$ cat config.mk
export PLATFORM = sky130hd
export DESIGN_NAME = us_seq_ctrl
export DESIGN_NICKNAME = d
export VERILOG_FILES = /design/src/rtl/us_seq_ctrl.sv
export SDC_FILE = /design/constraint.sdc
export NUM_CORES = 1
export LEC_CHECK = 0
export ABC_CLOCK_PERIOD_IN_PS = 10300
export CORE_ASPECT_RATIO = 0.9
export CORE_MARGIN = 2
export CORE_UTILIZATION = 40
export CTS_BUF_LIST = sky130_fd_sc_hd__clkbuf_16
export CTS_CLUSTER_SIZE = 14
export DETAILED_ROUTE_END_ITERATION = 16
export HOLD_SLACK_MARGIN = 0.08
export REMOVE_ABC_BUFFERS = 1
export SLEW_MARGIN = 20
export SYNTH_ARGS = -nofsm -noshare
export SYNTH_HDL_FRONTEND = slang
export SYNTH_SLANG_ARGS = --single-unit
$ cat constraint.sdc
create_clock -name clk -period 10.3 [get_ports clk]
set_clock_uncertainty 0.05 [all_clocks]
set_input_delay 1.03 -clock clk [delete_from_list [all_inputs] [get_ports clk]]
set_output_delay 1.03 -clock clk [all_outputs]
set_load 0.03 [all_outputs]
$ cat src/rtl/us_seq_ctrl.sv
// Ultrasound sequencer: ramps a DAC level toward a commanded target, then runs a
// transmit burst and/or a receive listening window, with an overriding off command.
module us_seq_ctrl #(
    parameter int AMOUNT_WIDTH  = 8,
    parameter int BURST_CYCLES  = 16,
    parameter int LISTEN_CYCLES = 1024
) (
    input  logic                    clk,
    input  logic                    rst_n,
    input  logic                    cmd_valid,
    input  logic                    on,
    input  logic                    off,
    input  logic                    increase,
    input  logic                    decrease,
    input  logic                    send,
    input  logic                    receive,
    input  logic [AMOUNT_WIDTH-1:0] amount,
    output logic [AMOUNT_WIDTH-1:0] dac_level,
    output logic                    dac_wr,
    output logic                    tx_en,
    output logic                    rx_en,
    output logic                    busy,
    output logic                    cmd_drop
);

    localparam int CNT_MAX = (BURST_CYCLES > LISTEN_CYCLES) ? BURST_CYCLES : LISTEN_CYCLES;
    localparam int CNT_W   = (CNT_MAX > 1) ? $clog2(CNT_MAX) : 1;
    localparam logic [CNT_W-1:0]        BURST_END  = CNT_W'(BURST_CYCLES - 1);
    localparam logic [CNT_W-1:0]        LISTEN_END = CNT_W'(LISTEN_CYCLES - 1);
    localparam logic [CNT_W-1:0]        CNT_ONE    = CNT_W'(1'b1);
    localparam logic [AMOUNT_WIDTH-1:0] AMT_ONE    = AMOUNT_WIDTH'(1'b1);
    localparam logic [AMOUNT_WIDTH-1:0] AMT_ZERO   = {AMOUNT_WIDTH{1'b0}};

    typedef enum logic [2:0] {
        ST_OFF  = 3'd0,
        ST_IDLE = 3'd1,
        ST_RAMP = 3'd2,
        ST_TX   = 3'd3,
        ST_RX   = 3'd4
    } state_t;

    function automatic logic [AMOUNT_WIDTH-1:0] sat_add(input logic [AMOUNT_WIDTH-1:0] a,
                                                        input logic [AMOUNT_WIDTH-1:0] b);
        logic [AMOUNT_WIDTH:0] sum;
        sum = {1'b0, a} + {1'b0, b};
        return sum[AMOUNT_WIDTH] ? {AMOUNT_WIDTH{1'b1}} : sum[AMOUNT_WIDTH-1:0];
    endfunction

    function automatic logic [AMOUNT_WIDTH-1:0] sat_sub(input logic [AMOUNT_WIDTH-1:0] a,
                                                        input logic [AMOUNT_WIDTH-1:0] b);
        return (a < b) ? AMT_ZERO : (a - b);
    endfunction

    state_t                  state_r, state_nxt_s;
    logic [AMOUNT_WIDTH-1:0] target_r, target_nxt_s;
    logic                    tx_pend_r, tx_pend_nxt_s;
    logic                    rx_pend_r, rx_pend_nxt_s;
    logic [CNT_W-1:0]        cnt_r, cnt_nxt_s;
    logic [AMOUNT_WIDTH-1:0] dac_nxt_s;
    logic                    dac_wr_nxt_s;
    logic                    drop_nxt_s;
    logic                    useful_s;

    // A command in IDLE/RAMP is only acted on if it adjusts the target or queues a burst/window.
    assign useful_s = (increase ^ decrease) | send | receive;

    // Next-state, target, pending flags, counter and DAC step decisions.
    always_comb begin
        state_nxt_s   = state_r;
        target_nxt_s  = target_r;
        tx_pend_nxt_s = tx_pend_r;
        rx_pend_nxt_s = rx_pend_r;
        cnt_nxt_s     = cnt_r;
        dac_nxt_s     = dac_level;
        dac_wr_nxt_s  = 1'b0;
        drop_nxt_s    = 1'b0;
        if (cmd_valid && off) begin
            state_nxt_s   = ST_OFF;
            target_nxt_s  = AMT_ZERO;
            tx_pend_nxt_s = 1'b0;
            rx_pend_nxt_s = 1'b0;
            cnt_nxt_s     = {CNT_W{1'b0}};
            dac_nxt_s     = AMT_ZERO;
            dac_wr_nxt_s  = (dac_level != AMT_ZERO);
        end else begin
            case (state_r)
                ST_OFF: begin
                    if (cmd_valid && on) begin
                        target_nxt_s = amount;
                        state_nxt_s  = (amount == dac_level) ? ST_IDLE : ST_RAMP;
                    end else begin
                        drop_nxt_s = cmd_valid;
                    end
                end
                ST_IDLE, ST_RAMP: begin
                    if (cmd_valid && increase && !decrease) begin
                        target_nxt_s = sat_add(target_r, amount);
                    end else if (cmd_valid && decrease && !increase) begin
                        target_nxt_s = sat_sub(target_r, amount);
                    end else begin
                        target_nxt_s = target_r;
                    end
                    drop_nxt_s    = cmd_valid & ((increase & decrease) | ~useful_s);
                    tx_pend_nxt_s = tx_pend_r | (cmd_valid & send);
                    rx_pend_nxt_s = rx_pend_r | (cmd_valid & receive);
                    // Keep stepping until the level meets the target it was heading to.
                    if ((state_r == ST_RAMP) && (dac_level != target_r)) begin
                        dac_nxt_s    = (dac_level < target_r) ? (dac_level + AMT_ONE)
                                                              : (dac_level - AMT_ONE);
                        dac_wr_nxt_s = 1'b1;
                    end else if (target_nxt_s != dac_level) begin
                        state_nxt_s = ST_RAMP;
                    end else if (tx_pend_nxt_s) begin
                        state_nxt_s   = ST_TX;
                        tx_pend_nxt_s = 1'b0;
                        cnt_nxt_s     = {CNT_W{1'b0}};
                    end else if (rx_pend_nxt_s) begin
                        state_nxt_s   = ST_RX;
                        rx_pend_nxt_s = 1'b0;
                        cnt_nxt_s     = {CNT_W{1'b0}};
                    end else begin
                        state_nxt_s = ST_IDLE;
                    end
                end
                ST_TX: begin
                    drop_nxt_s = cmd_valid;
                    if (cnt_r == BURST_END) begin
                        cnt_nxt_s = {CNT_W{1'b0}};
                        if (rx_pend_r) begin
                            state_nxt_s   = ST_RX;
                            rx_pend_nxt_s = 1'b0;
                        end else begin
                            state_nxt_s = ST_IDLE;
                        end
                    end else begin
                        cnt_nxt_s = cnt_r + CNT_ONE;
                    end
                end
                ST_RX: begin
                    drop_nxt_s = cmd_valid;
                    if (cnt_r == LISTEN_END) begin
                        cnt_nxt_s   = {CNT_W{1'b0}};
                        state_nxt_s = ST_IDLE;
                    end else begin
                        cnt_nxt_s = cnt_r + CNT_ONE;
                    end
                end
                default: begin
                    state_nxt_s = ST_OFF;
                end
            endcase
        end
    end

    // State, internal registers and registered outputs; enables follow the next state
    // so tx_en/rx_en are high in exactly the cycles spent in TX/RX.
    always_ff @(posedge clk or negedge rst_n) begin
        if (!rst_n) begin
            state_r   <= ST_OFF;
            target_r  <= AMT_ZERO;
            tx_pend_r <= 1'b0;
            rx_pend_r <= 1'b0;
            cnt_r     <= {CNT_W{1'b0}};
            dac_level <= AMT_ZERO;
            dac_wr    <= 1'b0;
            tx_en     <= 1'b0;
            rx_en     <= 1'b0;
            busy      <= 1'b0;
            cmd_drop  <= 1'b0;
        end else begin
            state_r   <= state_nxt_s;
            target_r  <= target_nxt_s;
            tx_pend_r <= tx_pend_nxt_s;
            rx_pend_r <= rx_pend_nxt_s;
            cnt_r     <= cnt_nxt_s;
            dac_level <= dac_nxt_s;
            dac_wr    <= dac_wr_nxt_s;
            tx_en     <= (state_nxt_s == ST_TX);
            rx_en     <= (state_nxt_s == ST_RX);
            busy      <= (state_nxt_s == ST_RAMP) || (state_nxt_s == ST_TX) ||
                         (state_nxt_s == ST_RX);
            cmd_drop  <= drop_nxt_s;
        end
    end

endmodule

### After elaboration in Yosys (flattened, before gate mapping)

Cells that the tools add are included.

| operators by class | value |
|---|---|
| add/subtract/negate cells | 5 |
| multipliers | 0 |
| divide/modulo/power cells | 0 |
| magnitude comparators | 2 |
| equal/unequal tests | 17 |
| shifts and indexed selects | 0 |
| muxes and demuxes | 48 |
| bitwise logic cells | 11 |
| reduce and logical (&&, ||, !) cells | 24 |

Operator list:

| cell | count |
|---|---|
| 2-to-1 mux 8 bit | 12 |
| 2-to-1 mux 10 bit | 7 |
| case mux 10 bit (3 select lines) | 1 |
| 2-to-1 mux 3 bit | 9 |
| less-than comparator 8 bit | 2 |
| inequality test 8 bit | 2 |
| case mux 8 bit (2 select lines) | 1 |
| 2-to-1 mux 1 bit | 14 |
| == test 3 x 2 -> 1 bit (second input constant) | 4 |
| inequality test 3 bit (second input constant) | 4 |
| case mux 3 bit (4 select lines) | 1 |
| adder 10 x 1 -> 10 bit (second input constant) | 1 |
| == test 10 bit (second input constant) | 1 |
| == test 10 x 4 -> 1 bit (second input constant) | 1 |
| adder 8 x 8 -> 9 bit | 1 |
| adder 8 x 1 -> 8 bit (second input constant) | 1 |
| == test 8 bit | 1 |
| nonzero test 8 bit | 1 |
| subtractor 8 x 1 -> 8 bit (second input constant) | 1 |
| subtractor 8 bit | 1 |
| logical AND 1 bit | 7 |
| == test 3 bit (second input constant) | 2 |
| AND reduction 2 bit | 3 |
| nonzero test 3 bit | 2 |
| 16 further kinds | 27 |

| word-level totals | value |
|---|---|
| bits in registers | 36 |
| bits in latches | 0 |
| memory bits (writable) | 0 |
| memory bits (read-only) | 0 |
| input port bits | 17 |
| logic and storage cells | 118 |
| memories | 0 |

### Depth between registers and ports, before layout

| logic depth | value |
|---|---|
| depth in word-level cells | 14 |
| mapped depth | 18 |

### Least setup slack after synthesis

No wires, ideal clock.

| path | value |
|---|---|
| path type | input -> register |
| start | in amount[0] |
| end | reg rx_en |
| setup time | 78 ps |
| data arrival time | 3889 ps |
| required time | 10172 ps |
| path slack | 6283 ps |
| cell stages on the path | 12 |
| path through | ha_1 > inv_1 > fa_1 > a211o_4 > a41oi_4 > a21oi_2 > a21oi_2 > o311ai_0 > nor4_2 > nand4_4 > or4_4 > a21oi_1 |

| between the ends | value |
|---|---|
| longest elaborated chain between the ends | 12 |
| elaborated cells between the ends (all ways) | 18 |
| classes of those cells | add/sub (2); order compare (1); eq/ne (3); mux (12) |

RTL lines:

| what | RTL line | text |
|---|---|---|
| from (decl) | 17 | `input logic [AMOUNT_WIDTH-1:0] amount,` |
| subtractor 8 bit / less-than comparator 8 bit (equally long branches) | 51 | `return (a < b) ? AMT_ZERO : (a - b);` |
| 2-to-1 mux 8 bit | 51 |  |
| 2-to-1 mux 8 bit | 98 | `end else if (cmd_valid && decrease && !increase) begin` |
| 2-to-1 mux 8 bit | 96 | `if (cmd_valid && increase && !decrease) begin` |
| 2-to-1 mux 8 bit | 86 | `case (state_r)` |
| 2-to-1 mux 8 bit | 77 | `if (cmd_valid && off) begin` |
| inequality test 8 bit | 111 | `end else if (target_nxt_s != dac_level) begin` |
| 2-to-1 mux 3 bit | 111 |  |
| 2-to-1 mux 3 bit | 107 | `if ((state_r == ST_RAMP) && (dac_level != target_r)) begin` |
| case mux 3 bit (4 select lines) * | 86 |  |
| 2-to-1 mux 3 bit * | 77 |  |
| == test 3 bit * | 179 | `rx_en <= (state_nxt_s == ST_RX);` |
| to (signal assigned) | 179 |  |
| to (decl) | 21 | `output logic rx_en,` |

Mark *: on every way between the ends. The rest lies on a longest branch, timed or not. The select of a mux whose other input is x is not followed.
A chain may end at the register's enable or synchronous reset.

### Worst setup path after layout

| path | value |
|---|---|
| start | in amount[0] |
| end | reg cnt_r[0] |

| between the ends | value |
|---|---|
| longest elaborated chain between the ends | 9 |
| elaborated cells between the ends (all ways) | 12 |
| classes of those cells | add/sub (2); order compare (1); eq/ne (2); mux (6); reduce/logical (1) |

RTL lines:

| what | RTL line | text |
|---|---|---|
| subtractor 8 bit / less-than comparator 8 bit (equally long branches) | 51 |  |
| 2-to-1 mux 8 bit | 51 |  |
| 2-to-1 mux 8 bit | 98 |  |
| 2-to-1 mux 8 bit * | 96 |  |
| 2-to-1 mux 8 bit * | 86 |  |
| 2-to-1 mux 8 bit * | 77 |  |
| inequality test 8 bit * | 111 |  |
| inequality test 3 bit (no line) * | -- |  |
| AND reduction 4 bit (no line) * | -- |  |
| to (signal assigned) | 163 | `cnt_r <= {CNT_W{1'b0}};` |
| to (signal assigned) | 175 | `cnt_r <= cnt_nxt_s;` |
| to (decl) | 58 | `logic [CNT_W-1:0] cnt_r, cnt_nxt_s;` |

Marked as above.

==> metrics.txt <==
Worst Path Required=10.38 ns; Fmax achieved=206 MHz; cell area after synthesis=3800 µm²; Remaining Overflow, GRT=0; Final HPWL DP=8130 µm; CP arrival=4.93 ns; via count=3593; first-pass GRT wire length=17300 µm; Post-Syn Instances=472; Setup TNS=0 ns; number of I/O port buffers=29; Hold Buf Count CTS=0; Area contributors post-synth=dfrtp_1 (24%), ha_1 (11%), a21oi_1 (6.5%); element type at the critical path end=register; final hold vios=0; number of synthesized flops with an enable pin=0; number of setup buffers added after CTS=0; Final Cell Area=4310 µm²; Synth Warn #=0; initial antenna violation count=0; run status=completed; clock transition at the registers of the reported paths=0.06 ns; largest net degree at the start of global routing=37; Cell Area, Placed=4160 µm²; Max Root-Sink Buffers=2; core area=9170 µm²; post-synthesis register bit count=36; clock latency on the worst-skew pair=0.28 ns; Die Area=10300 µm²; max-slew violations=0; CP Launch Type=input pin; nets@finish=548; root buf cell=clkbuf_16; Final period util=0.471; # clock sinks=36; worst vdd ir=0.000183 V; Pleak=0.00185 µW; DR pass1 iterations=5; post-synth top area share=0.237; vias in the first global route=3487; 1st-iter DRT viols=232; Tmin final=4.85 ns; std cell rows=33; Mean Syn Cell Area=8.05 µm²; Ports=30; Max transition margin=0.411; Hold Slack=0.487 ns; worst min path class=register to register; Initial Util=0.415; ANT nets after route=0; CP Class=input pin to register; post-CTS sizing=0; gr usage total=0.215; RSZ-0062 raised after global routing=no; # setup viols final=0; Placer Congestion=0.976; unique cell type count in the Yosys netlist=77; die width=107 µm; max_cap viols=0; post-synthesis sequential area ratio=0.237; ys flop type=dfrtp_1; CTS tree=done; vias per inst=5.81; # diodes=0; Routed WL=10800 µm; DR DRC count=0; share of layout cells above drive strength 1=0.0685; pwr dens=284 nW/µm²; die height=96.5 µm; Synth area leader=dfrtp_1; CP Max Fanout=10; TritonCTS Buffers=5; routed len/inst=17.4 µm; synthesis-to-finish area growth=13.3%; H-tree Lvls=2; Synth async-reset ratio=1.00; Tightest Pin Transition=0.884 ns
## kinds of logic after synthesis
logic type / Yosys count / share of synthesized area
fa+ha+maj: 36 / 0.124
compound gates: 165 / 0.290
buf+inv: 42 / 0.0510
flops: 36 / 0.237
simple gates: 172 / 0.248
xor+xnor: 18 / 0.0415
mux: 3 / 0.00823
## sequential cells by signal (all words and copies together), names as in the netlist, 3 cells and up
register / count
state_r: 3
cnt_r: 10
target_r: 8
dac_level: 8
## power breakdown
part	switching [µW]	leakage [µW]	internal [µW]
logic	467	0.00129	352
registers	72.6	0.000481	178
clock network	63.0	0.0000716	89.3
total	602	0.00185	619
## layer usage
layer | routed length [µm] | vias to the layer above | global-route usage
li1 | - | 1782 | -
met3 | 775 | 22 | 0.0510
met2 | 4570 | 112 | 0.333
met1 | 5130 | 1677 | 0.296
met5 | 0 | - | 0
met4 | 276 | 0 | 0.0758
## Yosys cell counts (6+ instances only)
library cell	instances
o21ai_0	28
a211oi_1	8
a21o_1	10
a31oi_1	6
a21oi_1	49
o21ai_1	9
nor3_1	14
o22ai_1	6
nand2_1	32
nor4_1	6
nand2b_1	7
and2_1	8
ha_1	33
o21a_1	8
nand3_1	7
xor2_1	10
inv_1	26
nor2_1	53
xnor2_1	8
dfrtp_1	36
nor2b_1	14
clkbuf_1	9
## cell type report
type	instances	area, µm²
clock buffer	5	125
clock inverter	3	17.5
fill	909	4860
inverter	26	97.6
multi-input combinational	394	2710
sequential	36	901
tap	122	153
timing repair buffer	32	308
## final timing paths
check | start | to | slack (ns) | cells past startpoint
max | amount[0] | cnt_r[0] | 5.45 | 13
min | tx_pend_r | tx_pend_r | 0.49 | 2
max reg2reg | target_r[0] | cnt_r[0] | 6.23 | 13
min reg2reg | tx_pend_r | tx_pend_r | 0.49 | 2
max in group asynchronous | rst_n | dac_level[0] | 8.89 | 1
min in group asynchronous | rst_n | target_r[4] | 0.78 | 1
## stage by stage
step,worst slack [ns],std cells,util,power (µW)
after floorplan,6.28,456,-,846
after global placement,5.29,610,0.454,1050
after detailed placement,5.16,610,0.454,1060
after CTS,5.46,618,0.470,1220
after global routing,5.24,618,0.470,1330
final,5.45,618,0.470,1220
## worst max-delay path, stage by stage
cell and delay (ns):
clkdlybuf4s50_1 0.58, ha_1 0.19, inv_1 0.05, fa_1 0.45, a211o_4 0.38, a41oi_4 0.29, a21oi_2 0.16, a21oi_2 0.21
o311ai_0 0.17, nor4_2 0.39, nand4_4 0.21, nor4_4 0.61, o32ai_1 0.20
## cells in the final DEF, fill, tap and decap left out, drive strengths merged, types with 7 or more instances in the layout
| master | count |
|---|---|
| inv | 27 |
| nand2 | 32 |
| a211oi | 9 |
| nor2b | 15 |
| clkdlybuf4s50 | 28 |
| nor2 | 54 |
| ha | 33 |
| nand3 | 7 |
| nor4 | 8 |
| xnor2 | 8 |
| nor3 | 14 |
| nand2b | 7 |
| a21oi | 51 |
| and2 | 8 |
| a21o | 11 |
| o21ai | 37 |
| o21a | 8 |
| dfrtp | 36 |
| xor2 | 10 |
No activity file was read; power rests on OpenSTA's default activity.
